==> src/rtl/atmega_pcint.sv <==
// atmega_pcint: pin-change interrupt block.
//
// Each io_in pin is synchronized (sync1 -> sync2), compared against a "prev" copy of
// itself, and a qualified rising/falling edge sets a sticky per-pin flag in PCIFR.
// irq is PCIE (PCICR[0]) AND any pending flag. Flags are write-one-to-clear, and
// int_ack clears all of them. A newly detected edge always beats a clear that lands
// on the same bit in the same cycle.
//
// After reset a small prime counter holds off edge detection until the pipeline has
// filled, so pins that are already high at reset do not report a rise.
//
// Optional build macro:
//   ATMEGA_PCINT_FILTER_EN - inserts a per-pin glitch filter between sync2 and prev.
//                            The level only moves after 3 consecutive identical sync2
//                            samples, adding 2 cycles of latency; priming stretches
//                            to cover the filter depth.
//
// Ports:
//   clk      clock, rising edge
//   rst      synchronous active-high reset
//   addr     register address
//   wr       write strobe
//   rd       read strobe
//   bus_in   write data
//   bus_out  read data (combinational, 0 when not reading)
//   io_in    asynchronous pin levels
//   int_ack  interrupt acknowledge, clears all flags
//   irq      interrupt request
module atmega_pcint #(
  parameter int unsigned                 BUS_ADDR_DATA_LEN = 8,
  parameter int unsigned                 PORT_WIDTH        = 8,
  parameter logic [BUS_ADDR_DATA_LEN-1:0] PCMSK_ADDR        = 'h00,
  parameter logic [BUS_ADDR_DATA_LEN-1:0] PCICR_ADDR        = 'h01,
  parameter logic [BUS_ADDR_DATA_LEN-1:0] PCIFR_ADDR        = 'h02,
  parameter logic [BUS_ADDR_DATA_LEN-1:0] RISE_ADDR         = 'h03,
  parameter logic [BUS_ADDR_DATA_LEN-1:0] FALL_ADDR         = 'h04,
  parameter logic [BUS_ADDR_DATA_LEN-1:0] PINSYNC_ADDR      = 'h05
) (
  input  logic                         clk,
  input  logic                         rst,
  input  logic [BUS_ADDR_DATA_LEN-1:0] addr,
  input  logic                         wr,
  input  logic                         rd,
  input  logic [PORT_WIDTH-1:0]        bus_in,
  output logic [PORT_WIDTH-1:0]        bus_out,
  input  logic [PORT_WIDTH-1:0]        io_in,
  input  logic                         int_ack,
  output logic                         irq
);

  // Prime counter: detection is enabled once it saturates.
`ifdef ATMEGA_PCINT_FILTER_EN
  localparam int unsigned      PrimeW   = 3;
  localparam logic [PrimeW-1:0] PrimeMax = 3'd5;
`else
  localparam int unsigned      PrimeW   = 2;
  localparam logic [PrimeW-1:0] PrimeMax = 2'd3;
`endif

  logic [PrimeW-1:0]     prime_q, prime_d;
  logic                  det_en;

  logic [PORT_WIDTH-1:0] sync1_q, sync2_q, prev_q;
  logic [PORT_WIDTH-1:0] lvl;

  logic [PORT_WIDTH-1:0] pcmsk_q, pcmsk_d;
  logic                  pcie_q, pcie_d;
  logic [PORT_WIDTH-1:0] pcifr_q, pcifr_d;
  logic [PORT_WIDTH-1:0] rise_q, rise_d;
  logic [PORT_WIDTH-1:0] fall_q, fall_d;

  logic [PORT_WIDTH-1:0] rise_det, fall_det;
  logic [PORT_WIDTH-1:0] set_vec, clr_vec;

  logic                  wr_pcmsk, wr_pcicr, wr_pcifr, wr_rise, wr_fall;

  assign wr_pcmsk = wr && (addr == PCMSK_ADDR);
  assign wr_pcicr = wr && (addr == PCICR_ADDR);
  assign wr_pcifr = wr && (addr == PCIFR_ADDR);
  assign wr_rise  = wr && (addr == RISE_ADDR);
  assign wr_fall  = wr && (addr == FALL_ADDR);

  // ---------------------------------------------------------------------------
  // Synchronizer and prev tracking
  // ---------------------------------------------------------------------------
  always_ff @(posedge clk) begin
    if (rst) begin
      sync1_q <= '0;
      sync2_q <= '0;
    end else begin
      sync1_q <= io_in;
      sync2_q <= sync1_q;
    end
  end

`ifdef ATMEGA_PCINT_FILTER_EN
  // Glitch filter: hist holds the two previous sync2 samples. When the current sample
  // agrees with both, the filtered level follows it in the same cycle; otherwise it
  // holds. This gives exactly 2 extra cycles over the unfiltered path.
  logic [PORT_WIDTH-1:0] hist0_q, hist1_q, filt_q;
  logic [PORT_WIDTH-1:0] agree, filt_lvl;

  always_comb begin
    agree    = ~(sync2_q ^ hist0_q) & ~(sync2_q ^ hist1_q);
    filt_lvl = (agree & sync2_q) | (~agree & filt_q);
  end

  always_ff @(posedge clk) begin
    if (rst) begin
      hist0_q <= '0;
      hist1_q <= '0;
      filt_q  <= '0;
    end else begin
      hist0_q <= sync2_q;
      hist1_q <= hist0_q;
      filt_q  <= filt_lvl;
    end
  end

  assign lvl = filt_lvl;
`else
  assign lvl = sync2_q;
`endif

  // prev keeps tracking during priming so a pin already high settles without an edge.
  always_ff @(posedge clk) begin
    if (rst) begin
      prev_q <= '0;
    end else begin
      prev_q <= lvl;
    end
  end

  // ---------------------------------------------------------------------------
  // Prime counter
  // ---------------------------------------------------------------------------
  always_comb begin
    prime_d = prime_q;
    if (prime_q != PrimeMax) begin
      prime_d = prime_q + PrimeW'(1);
    end
  end

  always_ff @(posedge clk) begin
    if (rst) begin
      prime_q <= '0;
    end else begin
      prime_q <= prime_d;
    end
  end

  assign det_en = (prime_q == PrimeMax);

  // ---------------------------------------------------------------------------
  // Edge detection and flag next-state
  // ---------------------------------------------------------------------------
  always_comb begin
    rise_det = lvl & ~prev_q;
    fall_det = ~lvl & prev_q;
    set_vec  = '0;
    if (det_en) begin
      set_vec = pcmsk_q & ((rise_det & rise_q) | (fall_det & fall_q));
    end

    clr_vec = '0;
    if (int_ack) begin
      clr_vec = '1;
    end
    if (wr_pcifr) begin
      clr_vec = clr_vec | bus_in;
    end

    // Set is OR'd in after the clear so a same-cycle edge wins.
    pcifr_d = (pcifr_q & ~clr_vec) | set_vec;
  end

  // ---------------------------------------------------------------------------
  // Configuration registers
  // ---------------------------------------------------------------------------
  always_comb begin
    pcmsk_d = pcmsk_q;
    pcie_d  = pcie_q;
    rise_d  = rise_q;
    fall_d  = fall_q;
    if (wr_pcmsk) begin
      pcmsk_d = bus_in;
    end
    if (wr_pcicr) begin
      pcie_d = bus_in[0];
    end
    if (wr_rise) begin
      rise_d = bus_in;
    end
    if (wr_fall) begin
      fall_d = bus_in;
    end
  end

  always_ff @(posedge clk) begin
    if (rst) begin
      pcmsk_q <= '0;
      pcie_q  <= 1'b0;
      pcifr_q <= '0;
      rise_q  <= '1;
      fall_q  <= '1;
    end else begin
      pcmsk_q <= pcmsk_d;
      pcie_q  <= pcie_d;
      pcifr_q <= pcifr_d;
      rise_q  <= rise_d;
      fall_q  <= fall_d;
    end
  end

  assign irq = pcie_q & (|pcifr_q);

  // ---------------------------------------------------------------------------
  // Read mux
  // ---------------------------------------------------------------------------
  always_comb begin
    bus_out = '0;
    if (rd && !rst) begin
      if (addr == PCMSK_ADDR) begin
        bus_out = pcmsk_q;
      end else if (addr == PCICR_ADDR) begin
        bus_out = {{(PORT_WIDTH-1){1'b0}}, pcie_q};
      end else if (addr == PCIFR_ADDR) begin
        bus_out = pcifr_q;
      end else if (addr == RISE_ADDR) begin
        bus_out = rise_q;
      end else if (addr == FALL_ADDR) begin
        bus_out = fall_q;
      end else if (addr == PINSYNC_ADDR) begin
        bus_out = lvl;
      end
    end
  end

endmodule

==> config.mk <==
export PLATFORM = sky130hd
export DESIGN_NAME = atmega_pcint
export DESIGN_NICKNAME = d
export VERILOG_FILES = /design/src/rtl/atmega_pcint.sv
export SDC_FILE = /design/constraint.sdc
export NUM_CORES = 1
export LEC_CHECK = 0
export ABC_AREA = 1
export CELL_PAD_IN_SITES_DETAIL_PLACEMENT = 0
export CELL_PAD_IN_SITES_GLOBAL_PLACEMENT = 2
export CORE_UTILIZATION = 30
export DETAILED_ROUTE_END_ITERATION = 6
export PLACE_DENSITY = 0.77
export SLEW_MARGIN = 30
export SYNTH_ARGS = -nofsm -noshare
export SYNTH_HDL_FRONTEND = slang
export SYNTH_SLANG_ARGS = --single-unit
==> constraint.sdc <==
create_clock -name clk -period 1.5 [get_ports clk]
set_input_delay 0.3 -clock clk [delete_from_list [all_inputs] [get_ports clk]]
set_output_delay 0.3 -clock clk [all_outputs]
set_load 0.01 [all_outputs]
# --- After elaboration in Yosys (flattened, before gate mapping) ---
# Cells that the tools add are included.
op_classes:
  mux: 10
  n_bitwise: 13
  n_eq_ne: 7
  addsub: 1
  n_reduce_logical: 9
ops:
  columns: ["cell", "count"]
  rows:
  - ["$mux 8", 10]
  - ["$and 8x8->8", 6]
  - ["$not 8->8", 3]
  - ["$or 8x8->8", 3]
  - ["$eq 8x2->1 const B", 2]
  - ["$eq 8x3->1 const B", 2]
  - ["$eq 8x1->1 const B", 1]
  - ["$logic_not 8->1", 1]
  - ["$reduce_or 8->1", 1]
  - ["$logic_and 1x1->1", 6]
  - ["$add 2x1->2 const B", 1]
  - ["$eq 2x2->1 const B", 1]
  - ["$ne 2x2->1 const B", 1]
  - ["$and 1x1->1", 1]
  - ["$logic_not 1->1", 1]
totals:
  in_bits: 29
  elab_cells: 49
  reg_bits: 59

# --- Depth between registers and ports, before layout ---
# Gate-level depths: netlist of run 1.
logic_depth:
  depth_word: 8
  ltp_mapped: 10

# --- Least setup slack after synthesis of run 1 ---
# Ideal clock, no wire load.
synth_timing:
  kind: "input -> output"
  from: "input port addr[5]"
  to: "output port bus_out[6]"
  arrival_time_ns: 1.243
  setup_slack_ns: -0.043
  cell_stages: 9
  cell_sequence: "nor2_1 -> nand2_2 -> inv_2 -> buf_6 -> buf_4 -> nand3_1 -> nand3_1 -> nand2_1 -> a21oi_1"
synth_via:
  elab_chain_len: 8
  word_cells_on_any_way: 13
  cone_classes: "eq/ne (5); mux (7); reduce/logical (1)"
synth_lines:
  columns: ["item", "line_no", "source"]
  rows:
  - ["start, declared", "41", "input logic [BUS_ADDR_DATA_LEN-1:0] addr,"]
  - ["$eq 8x3->1", "233", "end else if (addr == PINSYNC_ADDR) begin"]
  - ["$mux 8", "233", null]
  - ["$mux 8", "231", "end else if (addr == FALL_ADDR) begin"]
  - ["$mux 8", "229", "end else if (addr == RISE_ADDR) begin"]
  - ["$mux 8", "227", "end else if (addr == PCIFR_ADDR) begin"]
  - ["$mux 8", "225", "end else if (addr == PCICR_ADDR) begin"]
  - ["$mux 8 (*)", "223", "if (addr == PCMSK_ADDR) begin"]
  - ["$mux 8 (*)", "222", "if (rd && !rst) begin"]
  - ["end, declared", "45", "output logic [PORT_WIDTH-1:0] bus_out,"]
# Every way passes the cells marked *; elsewhere a longest branch is shown, timed or not.

# --- Worst setup path in the final report of run 1 ---
layout_timing:
  from: "input port addr[5]"
  to: "output port bus_out[3]"
# Same word-level chain as after synthesis.

==> results of run 1 <==
flip-flops by register name (all words and copies together), names as in the netlist:
signal / count
pcmsk_q: 8
pcifr_q: 8
prime_q: 2
pcie_q: 1
rise_q: 8
prev_q: 8
sync1_q: 8
lvl: 8
fall_q: 8
where the power goes:
part	internal (mW)	switching, mW	total, mW	leakage [nW]
Clock	0.606	0.733	1.34	0.0818
Combinational	0.186	0.212	0.399	1.39
Sequential	1.61	0.0199	1.63	0.482
repair_timing:
| item | 4_1_cts | 5_1_grt |
|---|---|---|
| hold buffers | 0 | 0 |
| cloned | 0 | 0 |
| pin swaps | 32 | 24 |
| resized for setup | 119 | 32 |
| setup endpoints to repair | 33 | 17 |
| buffers inserted | 12 | 5 |
cell type report:
cell class / count / area [sq um]
Clock inverter: 7 / 53.8
Timing Repair Buffer: 105 / 931
Inverter: 54 / 218
Clock buffer: 9 / 124
Multi-Input combinational cell: 259 / 1490
Tap cell: 108 / 135
Sequential cell: 59 / 1180
Fill cell: 918 / 4630
final timing paths:
kind                                               from                     to
worst max-delay path                            addr[5]             bus_out[3]
worst min-delay path              sync1_q[6]$_SDFF_PP0_      lvl[6]$_SDFF_PP0_
worst max register to register  prime_q[0]$_SDFFE_PP0N_  pcifr_q[3]$_SDFF_PP0_
worst min register to register    sync1_q[6]$_SDFF_PP0_      lvl[6]$_SDFF_PP0_
kinds of logic (layout without fill, tap and decap cells):
kind of cell,after synthesis,after routing,share of synthesized area
AND/OR/NAND/NOR,202,202,0.336
buffers and inverters,67,175,0.102
flip-flops,59,59,0.432
AO/OA/AOI/OAI,55,55,0.122
adder cells (fa/ha/maj),1,1,0.00458
XOR/XNOR,1,1,0.00320
stage by stage:
stage | utilization | worst slack (ps)
after CTS | 0.454 | -239
after detailed placement | 0.410 | -1090
after floorplan | - | -30.9
final | 0.471 | -242
after global routing | 0.471 | -307
after global placement | 0.410 | -1100
critical path, stage by stage:
cell and delay, ps:
buf_6 100, nor2_4 110, nand2_4 100, nor2_4 190, nand2_4 120, nand2_1 80
inv_1 30, nand2_1 50, nand2_1 60, a21oi_2 150, buf_2 150
metal layers:
layer	wire, microns	track usage	part of all wire	up-vias
met3	639	0.0367	0.068	20
met2	4460	0.331	0.47	87
met5	0	0	0	-
met4	262	0.0995	0.028	0
li1	-	-	-	1453
met1	4070	0.263	0.43	1347
cells in the final DEF, fill, tap and decap left out, types with 7 or more instances in the layout:
master / synthesis / final
nand3_1: 41 / 32
buf_2: 1 / 9
clkdlybuf4s50_1: 0 / 18
o21ai_0: 20 / 17
inv_1: 49 / 44
nor2_1: 60 / 53
clkbuf_8: 0 / 9
a21oi_1: 16 / 7
dfxtp_1: 59 / 57
nand2_2: 7 / 12
nand2_4: 0 / 7
nand2_1: 69 / 57
nand4_1: 10 / 10
a21oi_2: 0 / 9
buf_6: 2 / 18
buf_4: 3 / 54
nand3_2: 0 / 9
nor2_4: 5 / 10
==> impl_metrics.toml, run 1 <==
[outcome]
status = "complete, but fails checks"
violations = "negative setup slack"

[route]
first_pass_iters = 4
antenna_left = 0
drtIter0Drc = 139
via_count = 2907
avgRoutedWirePerCell_microns = 15.7
wl_mm = 9.43
vias_per_cell = 4.84
drc = 0

[die]
die_y_microns = 97.5
core_sq_um = 8760
rows = 34
dieArea_sq_um = 9500
initial_core_util = 0.312
ios = 38
die_w_microns = 97.5

[sta]
worst_slew_pin_slew_ps = 439
setup_slack_ps = -242
relSlewSlack = 0.707
setup_violations = 17
drv_slew = 0
timing.fmax_ghz = 0.574
fin_setup_tns_ps = -2230
rsz0062_at_grt = "true"
skew_ps = 9.42
post-route-period-util = 1.16
whs_ps = 397
finalCriticalPeriod_ps = 1740
final_hold_viol_count = 0

[critical_path]
critical_path_class = "in -> out"
end_kind = "primary output"
crit_fanout = 6
critPathLaunchType = "input pin"
rrSetupSlack_ps = 390
required_ps = 1200
worstPathArrival_ps = 1440
rr_worst_depth = 4

[global_route]
grt_pass1_wl_mm = 14.8
grt_use_total = 0.205
first_global_vias = 2808
grt_start_max_net_pins = 35
antenna_found_initial = 0
grt_overflow = 0

[clock_network]
clk_pin_slew_worst_paths_ps = 90
clock_sinks = 59
clockBufferDepth = 2
cts_max_level = 3
root_buffer = "clkbuf_8"
cts_tree = "yes"
cts_inserted_buffers = 9
clock_latency_ps = 350

[logic_synthesis]
synth_edf_count = 0
ys_seq_area_frac = 0.432
async_reset_ff_frac = 0
ys_ff_latch = 59
netlist_instances = 385
synth_top_cells_by_area = "dfxtp_1 43%, nand2_1 9.5%, nor2_1 8.2%, nand3_1 7.5%, inv_1 6.7%"
ys_types = 29
synth_top_area_cell = "dfxtp_1"
ys.flop_type = "dfxtp_1"
synth_area_sq_um = 2730
avgSynthCellArea_sq_um = 7.10
yosysWarnings = 0
yosysTopAreaCellShare = 0.432
yosysMostFrequentCell = "nand2_1"
synth_common_cells = "69 x nand2_1, 60 x nor2_1, 59 x dfxtp_1, 49 x inv_1, 41 x nand3_1"
synth_nets = 415

[min_path]
whs_path_depth = 2
hold_path.class = "reg -> reg"

[cells_and_area]
nNetsFinal = 518
design_area_sq_um = 4130
instances_no_fill = 601
area_growth_syn_to_layout_pct = 51.1
antennaDiodeCount = 0
drive_gt1_frac = 0.345

[place]
placed_area_sq_um = 3590
gpl.final_weighted_congestion = 0.832
dpl.cell_count = 568
dp_hpwl_mm = 6.06
io_buffers = 37

[pwr]
finalPower_mw = 3.37
p_leak_nw = 1.96
power_density_nw_per_um2 = 815
ir_worst_vdd_mv = 0.529

[flow_run]
drv_cap = 0
(Power assumes the default switching activity.)
==> run 2, diff against run 1 <==
--- a/config.mk
+++ b/config.mk
@@ -9,7 +9,9 @@
 export CELL_PAD_IN_SITES_DETAIL_PLACEMENT = 0
 export CELL_PAD_IN_SITES_GLOBAL_PLACEMENT = 2
 export CORE_UTILIZATION = 30
+export CTS_BUF_LIST = sky130_fd_sc_hd__clkbuf_4 sky130_fd_sc_hd__clkbuf_8 sky130_fd_sc_hd__clkbuf_16
 export DETAILED_ROUTE_END_ITERATION = 6
+export GPL_ROUTABILITY_DRIVEN = 0
 export PLACE_DENSITY = 0.77
 export SLEW_MARGIN = 30
 export SYNTH_ARGS = -nofsm -noshare
==> results of run 2 <==
Final layout, timing and power as in run 1 (identical DEF).
==> patch: new RTL, settings of run 2 <==
Register the output `irq`, cleared by the reset; this adds one clock of latency there. The other outputs are not delayed to match.
--- a/src/rtl/atmega_pcint.sv
+++ b/src/rtl/atmega_pcint.sv
@@ -214,3 +214,9 @@
 
-  assign irq = pcie_q & (|pcifr_q);
+  always_ff @(posedge clk) begin
+    if (rst) begin
+      irq <= '0;
+    end else begin
+      irq <= pcie_q & (|pcifr_q);
+    end
+  end
 
Formal check against the unedited RTL: not equivalent (a bounded check fails within 10 cycles, from zero or initial values and one cycle with rst high).
==> patch against run 2 <==
- the run ends with design-rule violations, negative setup slack left
- routed wire length fell by 12%
- setup slack got worse by 0.019 ns
- register-to-register slack got worse by 0.02 ns
- synthesized area rose by 0.73%
- die area rose by 0.72%
- count of clock-buffer cells in the layout rose by 2
- worst hold slack improved by 0.0047 ns
- total power rose by 11%
- sequential cell count rose by 1
- via count fell by 4.0%
- cell area rose by 3.2%
==> patch: results <==
set metrics [dict create \
    status "finished with violations" \
    violations "design-rule violations, negative setup slack" \
    wl_met1_um 4047 \
    relSlewSlack_pct 73.63 \
    synth.top_cell.area_share_pct 43.62 \
    grt_pass1_vias 2757 \
    intPower_mw 2.825 \
    yosysSeqAreaShare_pct 43.62 \
    cts.reportedPaths.clkPinSlew_ns 0.06 \
    syn-instance-count 383 \
    synthTopCellsByArea "dfxtp_1 (44%), nand2_1 (8.9%), inv_1 (7.5%)" \
    grt_pass1_wl_um 13500 \
    critical_path.endpoint "bus_out[1]" \
    dr.pass1.iters 7 \
    drt_iter0_drc 93 \
    setup_ws_ns -0.2609 \
    nNetsFinal 526 \
    synth-xor-area-share_pct 0.3180 \
    cp-startpoint "addr[0]" \
    synth_compound_area_share_pct 15.90 \
    cpMaxStageDelayCell "nor3_4" \
    grt.met2_usage_pct 29.95 \
    worstHoldStart "sync1_q[4]" \
    hold_ws_ns 0.4019 \
    r2r-end "pcifr_q[7]" \
    finalSetupViolCount 8 \
    regToRegSetupSlack_ns 0.37 \
    grt_use_total_pct 18.47 \
    pwr-share-clk_pct 44.2 \
    whs_endpoint "lvl[4]" \
    synth_nets 413 \
    worst_r2r_path_depth 5 \
    finalSetupTns_ns -1.640 \
    drt-wirelength-per-cell_um 13.65 \
    wl_met2_um 3810 \
    drive_gt1_share_pct 36.73 \
    synthAdderAreaFrac_pct 0.4543 \
    leakage_nw 2.010 \
    power_frac_comb_pct 11.4 \
    powerComb_uw 426 \
    drcViolationCount 6 \
]
## patch: cell count changes in the layout (fill, tap and decap cells not counted), sizes merged, moves of 6 or more
cell,delta
a21oi,+9
nor2,-11
o211ai,+9
nand2,-6
nand4,-10
buf,+10
## patch: layout make-up
class	count	area (µm²)	share of cell area (%)
Timing Repair Buffer	117	994.7	23.35
Clock buffer	11	145.1	3.407
Tap cell	108	135.1	3.172
Clock inverter	5	75.07	1.762
Multi-Input combinational cell	246	1453	34.10
Sequential cell	60	1201	28.19
Inverter	62	256.5	6.021
## patch: logic make-up (layout without fill, tap and decap cells)
group / Yosys count / in the layout
compound gates: 73 / 73
fa+ha+maj: 1 / 1
buf+inv: 77 / 195
flops: 60 / 60
xor+xnor: 1 / 1
simple gates: 171 / 171
## patch: worst min-delay path, cell delays in order (launching register included)
cell,delay (ns)
dfxtp_1,0.30
inv_1,0.04
nor2_1,0.03
